[config.mk]
export PLATFORM = sky130hd
export DESIGN_NAME = multicycle_control_unit
export DESIGN_NICKNAME = d
export VERILOG_FILES = /design/src/rtl/rv32i_pkg.sv /design/src/rtl/rv32i_legality_check.sv /design/src/rtl/multicycle_control_unit.sv
export SDC_FILE = /design/constraint.sdc
export NUM_CORES = 1
export LEC_CHECK = 0
export CAP_MARGIN = 20
export CORE_MARGIN = 2
export CORE_UTILIZATION = 49
export DETAILED_ROUTE_END_ITERATION = 12
export PLACE_DENSITY = 0.81
export SLEW_MARGIN = 20
export SYNTH_ARGS = -nofsm -noshare
export SYNTH_HDL_FRONTEND = slang
export SYNTH_SLANG_ARGS = --single-unit
[constraint.sdc]
create_clock -name clk -period 3.4 [get_ports clk]
set_clock_uncertainty 0.2 [all_clocks]
set_input_delay 0.68 -clock clk [delete_from_list [all_inputs] [get_ports clk]]
set_output_delay 0.68 -clock clk [all_outputs]
set_load 0.02 [all_outputs]
[src/rtl/rv32i_pkg.sv]
// Shared RV32I definitions: opcodes, sequencer state encoding, datapath select
// encodings and instruction classes used by the control unit and decoder.
package rv32i_pkg;

    localparam logic [6:0] OPC_LUI      = 7'b0110111;
    localparam logic [6:0] OPC_AUIPC    = 7'b0010111;
    localparam logic [6:0] OPC_JAL      = 7'b1101111;
    localparam logic [6:0] OPC_JALR     = 7'b1100111;
    localparam logic [6:0] OPC_BRANCH   = 7'b1100011;
    localparam logic [6:0] OPC_LOAD     = 7'b0000011;
    localparam logic [6:0] OPC_STORE    = 7'b0100011;
    localparam logic [6:0] OPC_OP_IMM   = 7'b0010011;
    localparam logic [6:0] OPC_OP       = 7'b0110011;
    localparam logic [6:0] OPC_MISC_MEM = 7'b0001111;
    localparam logic [6:0] OPC_SYSTEM   = 7'b1110011;

    localparam int NUM_OPCODES = 11;

    typedef enum logic [2:0] {
        ST_FETCH   = 3'd0,
        ST_DECODE  = 3'd1,
        ST_EXECUTE = 3'd2,
        ST_MEM     = 3'd3,
        ST_WB      = 3'd4,
        ST_TRAP    = 3'd5
    } state_t;

    typedef enum logic [1:0] {
        PC_SRC_PLUS4  = 2'b00,
        PC_SRC_BRANCH = 2'b01,
        PC_SRC_JALR   = 2'b10
    } pc_src_t;

    typedef enum logic [1:0] {
        WB_SEL_ALU  = 2'b00,
        WB_SEL_LOAD = 2'b01,
        WB_SEL_PC4  = 2'b10,
        WB_SEL_IMM  = 2'b11
    } wb_sel_t;

    typedef enum logic [3:0] {
        CLS_ILLEGAL,
        CLS_LUI,
        CLS_AUIPC,
        CLS_JAL,
        CLS_JALR,
        CLS_BRANCH,
        CLS_LOAD,
        CLS_STORE,
        CLS_OP_IMM,
        CLS_OP,
        CLS_FENCE,
        CLS_SYSTEM
    } instr_class_t;

    // ALU operand B comes from the immediate for address and I-type arithmetic.
    function automatic logic cls_uses_imm(input instr_class_t cls);
        return (cls == CLS_OP_IMM) || (cls == CLS_LOAD) ||
               (cls == CLS_STORE)  || (cls == CLS_JALR);
    endfunction

    function automatic wb_sel_t cls_wb_sel(input instr_class_t cls);
        case (cls)
            CLS_LOAD:          return WB_SEL_LOAD;
            CLS_JAL, CLS_JALR: return WB_SEL_PC4;
            CLS_LUI:           return WB_SEL_IMM;
            default:           return WB_SEL_ALU;
        endcase
    endfunction

    function automatic pc_src_t cls_wb_pc_src(input instr_class_t cls);
        case (cls)
            CLS_JAL:  return PC_SRC_BRANCH;
            CLS_JALR: return PC_SRC_JALR;
            default:  return PC_SRC_PLUS4;
        endcase
    endfunction

endpackage

[src/rtl/rv32i_legality_check.sv]
// Combinational opcode/funct3 classifier: reports whether the instruction is
// a supported RV32I encoding and which execution class it belongs to.
module rv32i_legality_check
    import rv32i_pkg::*;
(
    input  logic [6:0]   opcode,
    input  logic [2:0]   funct3,
    output logic         legal,
    output instr_class_t cls
);

    localparam logic [6:0] OPC_TABLE [NUM_OPCODES] = '{
        OPC_LUI, OPC_AUIPC, OPC_JAL, OPC_JALR, OPC_BRANCH, OPC_LOAD,
        OPC_STORE, OPC_OP_IMM, OPC_OP, OPC_MISC_MEM, OPC_SYSTEM
    };
    localparam instr_class_t CLS_TABLE [NUM_OPCODES] = '{
        CLS_LUI, CLS_AUIPC, CLS_JAL, CLS_JALR, CLS_BRANCH, CLS_LOAD,
        CLS_STORE, CLS_OP_IMM, CLS_OP, CLS_FENCE, CLS_SYSTEM
    };

    // Bit n set means funct3 == n is a valid width/condition for that class.
    localparam logic [7:0] LOAD_F3_MASK   = 8'b0011_0111;
    localparam logic [7:0] STORE_F3_MASK  = 8'b0000_0111;
    localparam logic [7:0] BRANCH_F3_MASK = 8'b1111_0011;
    localparam logic [7:0] JALR_F3_MASK   = 8'b0000_0001;

    logic [NUM_OPCODES-1:0] opc_hit;
    instr_class_t           base_cls;
    logic                   f3_ok;

    generate
        for (genvar gi = 0; gi < NUM_OPCODES; gi++) begin : g_opc_match
            assign opc_hit[gi] = (opcode == OPC_TABLE[gi]);
        end
    endgenerate

    always_comb begin
        base_cls = CLS_ILLEGAL;
        for (int i = 0; i < NUM_OPCODES; i++) begin
            if (opc_hit[i]) begin
                base_cls = CLS_TABLE[i];
            end
        end
    end

    always_comb begin
        case (base_cls)
            CLS_LOAD:   f3_ok = LOAD_F3_MASK[funct3];
            CLS_STORE:  f3_ok = STORE_F3_MASK[funct3];
            CLS_BRANCH: f3_ok = BRANCH_F3_MASK[funct3];
            CLS_JALR:   f3_ok = JALR_F3_MASK[funct3];
            default:    f3_ok = 1'b1;
        endcase
    end

    assign legal = (base_cls != CLS_ILLEGAL) && f3_ok;
    assign cls   = legal ? base_cls : CLS_ILLEGAL;

endmodule

[src/rtl/multicycle_control_unit.sv]
// Multi-cycle RV32I sequencer: walks FETCH/DECODE/EXECUTE/MEM/WB per
// instruction, drives datapath strobes, traps on illegal/system opcodes.
module multicycle_control_unit
    import rv32i_pkg::*;
#(
    parameter int INSTRET_WIDTH = 32
) (
    input  logic                     clk,
    input  logic                     reset,
    input  logic [6:0]               opcode,
    input  logic [2:0]               funct3,
    input  logic                     branch_taken,
    input  logic                     imem_ready,
    input  logic                     dmem_ready,
    output logic                     imem_req,
    output logic                     ir_write,
    output logic                     dmem_req,
    output logic                     dmem_write,
    output logic                     alu_src_b,
    output logic                     rf_write,
    output logic [1:0]               wb_sel,
    output logic                     pc_write,
    output logic [1:0]               pc_src,
    output logic                     trap,
    output logic [2:0]               state,
    output logic [INSTRET_WIDTH-1:0] instret
);

    state_t                   state_reg;
    state_t                   state_next;
    logic [INSTRET_WIDTH-1:0] instret_reg;
    logic [INSTRET_WIDTH-1:0] instret_next;
    logic                     legal;
    instr_class_t             cls;

    rv32i_legality_check u_legality (
        .opcode (opcode),
        .funct3 (funct3),
        .legal  (legal),
        .cls    (cls)
    );

    always_ff @(posedge clk) begin
        if (reset) begin
            state_reg   <= ST_FETCH;
            instret_reg <= '0;
        end else begin
            state_reg   <= state_next;
            instret_reg <= instret_next;
        end
    end

    // Every pc_write marks exactly one retired instruction.
    assign instret_next = pc_write ? instret_reg + INSTRET_WIDTH'(1) : instret_reg;

    always_comb begin
        state_next = state_reg;
        case (state_reg)
            ST_FETCH: begin
                if (imem_ready) begin
                    state_next = ST_DECODE;
                end
            end
            ST_DECODE: begin
                state_next = legal ? ST_EXECUTE : ST_TRAP;
            end
            ST_EXECUTE: begin
                case (cls)
                    CLS_OP, CLS_OP_IMM, CLS_LUI,
                    CLS_AUIPC, CLS_JAL, CLS_JALR: state_next = ST_WB;
                    CLS_LOAD, CLS_STORE:          state_next = ST_MEM;
                    CLS_BRANCH, CLS_FENCE:        state_next = ST_FETCH;
                    default:                      state_next = ST_TRAP;
                endcase
            end
            ST_MEM: begin
                if (dmem_ready) begin
                    state_next = (cls == CLS_STORE) ? ST_FETCH : ST_WB;
                end
            end
            ST_WB: begin
                state_next = ST_FETCH;
            end
            ST_TRAP: begin
                state_next = ST_TRAP;
            end
            default: begin
                state_next = ST_TRAP;
            end
        endcase
    end

    // While reset is held every strobe stays low, so an aborted instruction
    // cannot retire or write the register file in the reset cycle.
    always_comb begin
        imem_req   = 1'b0;
        ir_write   = 1'b0;
        dmem_req   = 1'b0;
        dmem_write = 1'b0;
        alu_src_b  = 1'b0;
        rf_write   = 1'b0;
        wb_sel     = WB_SEL_ALU;
        pc_write   = 1'b0;
        pc_src     = PC_SRC_PLUS4;
        trap       = 1'b0;
        if (!reset) begin
            case (state_reg)
                ST_FETCH: begin
                    imem_req = 1'b1;
                    ir_write = imem_ready;
                end
                ST_EXECUTE: begin
                    alu_src_b = cls_uses_imm(cls);
                    if (cls == CLS_BRANCH) begin
                        pc_write = 1'b1;
                        pc_src   = branch_taken ? PC_SRC_BRANCH : PC_SRC_PLUS4;
                    end else if (cls == CLS_FENCE) begin
                        pc_write = 1'b1;
                    end
                end
                ST_MEM: begin
                    dmem_req   = 1'b1;
                    dmem_write = (cls == CLS_STORE);
                    pc_write   = (cls == CLS_STORE) && dmem_ready;
                end
                ST_WB: begin
                    rf_write = 1'b1;
                    pc_write = 1'b1;
                    wb_sel   = cls_wb_sel(cls);
                    pc_src   = cls_wb_pc_src(cls);
                end
                ST_TRAP: begin
                    trap = 1'b1;
                end
                default: begin
                    trap = 1'b0;
                end
            endcase
        end
    end

    assign state   = state_reg;
    assign instret = instret_reg;

endmodule
After elaboration in Yosys (flattened, before gate mapping)
Memories as Yosys holds them, arrays and structs flattened.
Index checks and enable logic that the tools add are counted.
{"block": "op_classes", "n_eq_ne": 30, "n_reduce_logical": 9, "n_addsub": 1, "mux": 48, "order_cmp": 1}
{"operator": "32-bit by 1-bit adder with 32-bit output, second input constant", "count": 1}
{"operator": "4-bit by 3-bit == test with 1-bit output, second input constant", "count": 8}
{"operator": "7-bit == test, second input constant", "count": 4}
{"operator": "1-bit 2-to-1 mux", "count": 24}
{"operator": "3-bit 2-to-1 mux", "count": 8}
{"operator": "7-bit by 6-bit == test with 1-bit output, second input constant", "count": 3}
{"operator": "4-bit 2-to-1 mux", "count": 5}
{"operator": "3-bit one-hot mux with 5 select lines", "count": 1}
{"operator": "7-bit by 5-bit == test with 1-bit output, second input constant", "count": 2}
{"operator": "2-bit 2-to-1 mux", "count": 5}
{"operator": "4-bit == test, second input constant", "count": 2}
{"operator": "2-bit one-hot mux with 2 select lines", "count": 2}
{"operator": "7-bit by 2-bit == test with 1-bit output, second input constant", "count": 1}
{"operator": "7-bit by 4-bit == test with 1-bit output, second input constant", "count": 1}
{"operator": "3-bit by 2-bit == test with 1-bit output, second input constant", "count": 2}
{"operator": "3-bit == test, second input constant", "count": 2}
{"operator": "2-bit one-hot mux with 3 select lines", "count": 1}
{"operator": "4-bit by 1-bit == test with 1-bit output, second input constant", "count": 1}
{"operator": "4-bit by 2-bit == test with 1-bit output, second input constant", "count": 1}
{"operator": "3-bit by 4-bit less-than comparator with 1-bit output, second input constant", "count": 1}
{"operator": "2-bit inequality test, second input constant", "count": 2}
{"operator": "1-bit one-hot mux with 4 select lines", "count": 1}
{"operator": "4-bit nonzero test", "count": 1}
{"operator": "3-bit by 1-bit == test with 1-bit output, second input constant", "count": 1}
{"operator": "6 further kinds", "count": 9}
{"block": "word_totals", "output_inout_bits": 47, "romBits": 80, "memories": 5, "reg_bits": 35, "elab_cells": 96, "in_bits": 15}
{"memory": "(name not given)", "depth": 16, "width": 3, "read_ports": 1, "rd_ports_with_merged_regs": 0, "wr": 0, "line": "multicycle_control_unit.sv:68", "source": "case (cls)"}
{"memory": "(name not given)", "depth": 8, "width": 1, "read_ports": 1, "rd_ports_with_merged_regs": 0, "wr": 0, "line": "rv32i_legality_check.sv:48", "source": "CLS_LOAD: f3_ok = LOAD_F3_MASK[funct3];"}
{"memory": "(name not given)", "depth": 8, "width": 1, "read_ports": 1, "rd_ports_with_merged_regs": 0, "wr": 0, "line": "rv32i_legality_check.sv:49", "source": "CLS_STORE: f3_ok = STORE_F3_MASK[funct3];"}
{"memory": "(name not given)", "depth": 8, "width": 1, "read_ports": 1, "rd_ports_with_merged_regs": 0, "wr": 0, "line": "rv32i_legality_check.sv:50", "source": "CLS_BRANCH: f3_ok = BRANCH_F3_MASK[funct3];"}
{"memory": "(name not given)", "depth": 8, "width": 1, "read_ports": 1, "rd_ports_with_merged_regs": 0, "wr": 0, "line": "rv32i_legality_check.sv:51", "source": "CLS_JALR: f3_ok = JALR_F3_MASK[funct3];"}

Depth between registers and ports, before layout
{"block": "depth", "ltp_word": 22, "mapped_depth": 10}

By module
From an unflattened synthesis, not the netlist that was laid out.
{"block": "unflattened", "cells_unflattened": 315, "area_unflattened_um2": 2538.7}
{"module": "multicycle_control_unit", "cells_each": 260, "n_inst": 1, "area_per_inst_um2": 2184.6}
{"module": "rv32i_legality_check", "cells_each": 55, "n_inst": 1, "area_per_inst_um2": 354.1}

Worst setup path after synthesis
No wires, ideal clock.
{"block": "synth_timing", "path_type": "input to output", "from": "input opcode[4]", "to": "output wb_sel[1]", "arrival_time_ns": 2.713, "slack_ns": -0.193, "t_required_ns": 2.520, "n_path_buf": 1, "cell_stages": 9, "cell_sequence": "buf_6 > nand3b_4 > or3_4 > a311o_1 > o41a_2 > and2_1 > nor2_1 > nand2_1 > a21boi_0"}
{"block": "synth_via", "elab_chain_cells": 21, "word_cells_on_any_way": 38, "classes_between": "eq/ne: 19; mux: 16; reduce/logical: 3"}
{"element": "start: declaration", "line": "multicycle_control_unit.sv:10", "source": "input logic [6:0] opcode,"}
{"element": "7-bit by 6-bit == test with 1-bit output", "line": "rv32i_legality_check.sv:33", "source": "assign opc_hit[gi] = (opcode == OPC_TABLE[gi]);"}
{"element": "1-bit 2-to-1 mux", "line": "rv32i_legality_check.sv:40", "source": "if (opc_hit[i]) begin"}
{"element": "2-bit 2-to-1 mux (2 in a row)", "line": "rv32i_legality_check.sv:40"}
{"element": "3-bit 2-to-1 mux (4 in a row)", "line": "rv32i_legality_check.sv:40"}
{"element": "4-bit 2-to-1 mux (3 in a row)", "line": "rv32i_legality_check.sv:40"}
{"element": "4-bit 2-to-1 mux (*)", "line": "rv32i_legality_check.sv:40"}
{"element": "4-bit by 3-bit == test with 1-bit output", "line": "rv32i_legality_check.sv:47", "source": "case (base_cls)"}
{"element": "1-bit one-hot mux with 4 select lines", "line": "rv32i_legality_check.sv:47"}
{"element": "1-bit logical AND", "line": "rv32i_legality_check.sv:56", "source": "assign legal = (base_cls != CLS_ILLEGAL) && f3_ok;"}
{"element": "4-bit 2-to-1 mux (*)", "line": "rv32i_legality_check.sv:57", "source": "assign cls = legal ? base_cls : CLS_ILLEGAL;"}
{"element": "4-bit by 3-bit == test with 1-bit output or 4-bit by 2-bit == test with 1-bit output (tied branches)", "line": "rv32i_pkg.sv:63", "source": "case (cls)"}
{"element": "2-bit OR reduction", "line": "rv32i_pkg.sv:63"}
{"element": "2-bit one-hot mux with 3 select lines (*)", "line": "rv32i_pkg.sv:63"}
{"element": "2-bit 2-to-1 mux (*)", "line": "multicycle_control_unit.sv:107", "source": "case (state_reg)"}
{"element": "2-bit 2-to-1 mux (*)", "line": "multicycle_control_unit.sv:106", "source": "if (!reset) begin"}
{"element": "end: declaration", "line": "multicycle_control_unit.sv:21", "source": "output logic [1:0] wb_sel,"}
Mark *: on every way between the ends. The rest lies on a longest branch, timed or not.

Worst setup path in the final report
Ends and elaborated chain as after synthesis.

==> impl_metrics.tcl <==
set metrics [dict create \
    synth.top_cell.area_share 0.305 \
    drv_slew 0 \
    vias 2746 \
    worst_slack_ns -0.0135 \
    final_antenna_net_count 0 \
    synth_area_per_cell_sq_um 7.74 \
    ctsHoldBuffers 0 \
    htree_levels 2 \
    powerDensity_nw_per_um2 287 \
    clk_pin_slew_ns 0.07 \
    synth_warnings 0 \
    tightest_slew_ns 0.488 \
    hold_viol 0 \
    setup_viol 1 \
    synth_edf_count 0 \
    reg2reg_slack_ns 0.36 \
    hpwl_mm 4.90 \
    clkLatencyLatePin_ns 0.29 \
    cts_tree "built" \
    die_h_um 72.5 \
    syn2layout_area_growth_pct 54.8 \
    nNetsFinal 424 \
    power_mw 1.02 \
    hp-class "reg2reg" \
    p_leak_nw 1.26 \
    async_reset_ff_frac 0 \
    cap_violations 0 \
    min_from "instret[11]$_SDFFE_PP0P_" \
    finalWirelength_mm 7.20 \
    netlist_instances 297 \
    finalCoreUtilization 0.801 \
    post_synth_num_cell_types 59 \
    post_dp_cell_area_sq_um 3270 \
    fp.coreArea_sq_um 4440 \
    drc 0 \
    grt_pass1_wl_mm 10.7 \
    port_buffers 61 \
    status "finished with violations" \
    numClockSinks 35 \
    ctsLongestPathBuffers 2 \
    synthTopCellsByArea "dfxtp_1, a21oi_1, nor2_1" \
    grt_max_degree 34 \
    ys_ff_latch 35 \
    root_buffer "clkbuf_8" \
    holdPathStages 2 \
    rsz0062_at_grt "yes" \
    cp.required_ns 2.52 \
    drive_gt1_frac 0.292 \
    ios 62 \
    via_per_inst 5.97 \
    final_common_cell "buf_4" \
    rows 24 \
    drtPass1Iterations 5 \
    post-route-period-util 1.00 \
    violations "setup timing" \
    globalRouteOverflowTotal 0 \
    synth_ff_type "dfxtp_1" \
    arrival_ns 2.53 \
    critPathKind "in2out" \
    wl_per_cell_um 15.7 \
    critPathMaxFanout 3 \
    cts_made_buffers 5 \
    place.gp.congestion 1.02 \
    cp-start-kind "input port" \
    grt.total_usage 0.254 \
    grt_pass1_vias 2480 \
    fmax_mhz 293 \
    crit_path_end_kind "output pin" \
    syn_area_sq_um 2300 \
    layout_min_cycle_time_ns 3.41 \
    start_util 0.517 \
    largest_reg_flops 32 \
    n_fill_cell 313 \
    final_cell_mix "buf_4, clkdlybuf4s50_1, dfxtp_1" \
    synth_fp_nets 313 \
    ir_drop_mv 0.167 \
    antenna_found_initial 0 \
    reg2reg_from "state[1]$_SDFFE_PP0P_" \
    multi_input_area_sq_um 1600 \
    reg2regPathDepth 11 \
    design_area_sq_um 3560 \
    synth_top_area_cell "dfxtp_1" \
    holdWs_ns 0.302 \
    drt_iter0_drc 167 \
    slew_headroom 0.670 \
    die_area_sq_um 5260 \
    diodes 0 \
    yosysSeqAreaShare 0.305 \
    tns_ns -0.0135 \
    worstHoldEndpoint "instret[11]$_SDFFE_PP0P_" \
    die_w_um 72.5 \
    seq_area_sq_um 701 \
    reg2reg_to "instret[27]$_SDFFE_PP0P_" \
]
==> cells by family (layout without fill, tap and decap cells) <==
family	after synthesis	count (layout)	synth area share
XOR/XNOR	12	12	0.0457
adder cells (fa/ha/maj)	1	1	0.00544
buffers and inverters	31	142	0.0609
AND/OR/NAND/NOR	132	132	0.307
AO/OA/AOI/OAI	84	84	0.268
flip-flops	35	35	0.305
multiplexers	2	2	0.00871
==> cells in the mapped netlist, drive strengths merged, types with 2 or more instances <==
library cell / count
dfxtp: 35
nor2: 31
a21oi: 25
nand2: 20
inv: 16
o21ai: 15
nand3: 12
or3: 12
nor3: 11
xnor2: 9
buf: 8
and2: 7
clkbuf: 7
nor4: 7
a21boi: 6
o21a: 6
o31ai: 6
or4: 6
a211oi: 5
and3: 5
nand4: 5
nor2b: 5
nand2b: 4
o211ai: 4
or2: 3
xor2: 3
a211o: 2
a221oi: 2
mux2i: 2
o311ai: 2
==> per-layer routing <==
layer	vias up	wire length [um]	GRT usage
met4	0	183	0.113
met5	-	0	0
met3	19	450	0.0569
met2	123	3550	0.439
li1	1307	-	-
met1	1297	3010	0.301
==> through the flow <==
| stage | worst slack, ns | cells |
|---|---|---|
| floorplan | -0.0607 | 297 |
| global placement | -0.877 | 443 |
| detailed placement | -0.990 | 443 |
| CTS | 0.00834 | 455 |
| global route | -0.138 | 460 |
| finish | -0.0135 | 460 |
==> what timing repair did <==
action	in CTS	in global routing
gates resized for setup	64	37
hold endpoints to repair	0	0
pin swaps	9	16
setup buffers	5	5
endpoints found under the setup margin	18	16
==> critical path, stage by stage <==
cell and delay [ns]:
buf_8 0.10, nand3b_4 0.15, or3_4 0.42, a311o_1 0.37, o41a_2 0.14, and2_4 0.17
nor2_4 0.13, nand2_2 0.08, a21boi_2 0.14, buf_4 0.15
==> how the worst max path moves through the flow <==
stage,startpoint,end,cells after the start
global route,funct3[1],instret[27]$_SDFFE_PP0P_,13
CTS,opcode[5],wb_sel[1],10
global placement,opcode[2],wb_sel[1],10
floorplan,opcode[4],wb_sel[1],9
finish,opcode[4],wb_sel[1],10
detailed placement,opcode[2],wb_sel[1],10
==> area by class of cell <==
| class | count | area share |
|---|---|---|
| Multi-Input combinational cell | 231 | 0.449 |
| Timing Repair Buffer | 119 | 0.290 |
| Sequential cell | 35 | 0.197 |
| Clock buffer | 6 | 0.0204 |
| Tap cell | 52 | 0.0183 |
| Inverter | 16 | 0.0169 |
| Clock inverter | 1 | 0.00843 |
==> power by group <==
group	switching [mW]	internal, mW	leakage [nW]
clock	0.149	0.215	0.0513
combinational	0.116	0.107	0.925
sequential	0.0166	0.417	0.282
total	0.282	0.739	1.26
Power figures use the tool's default switching activity.
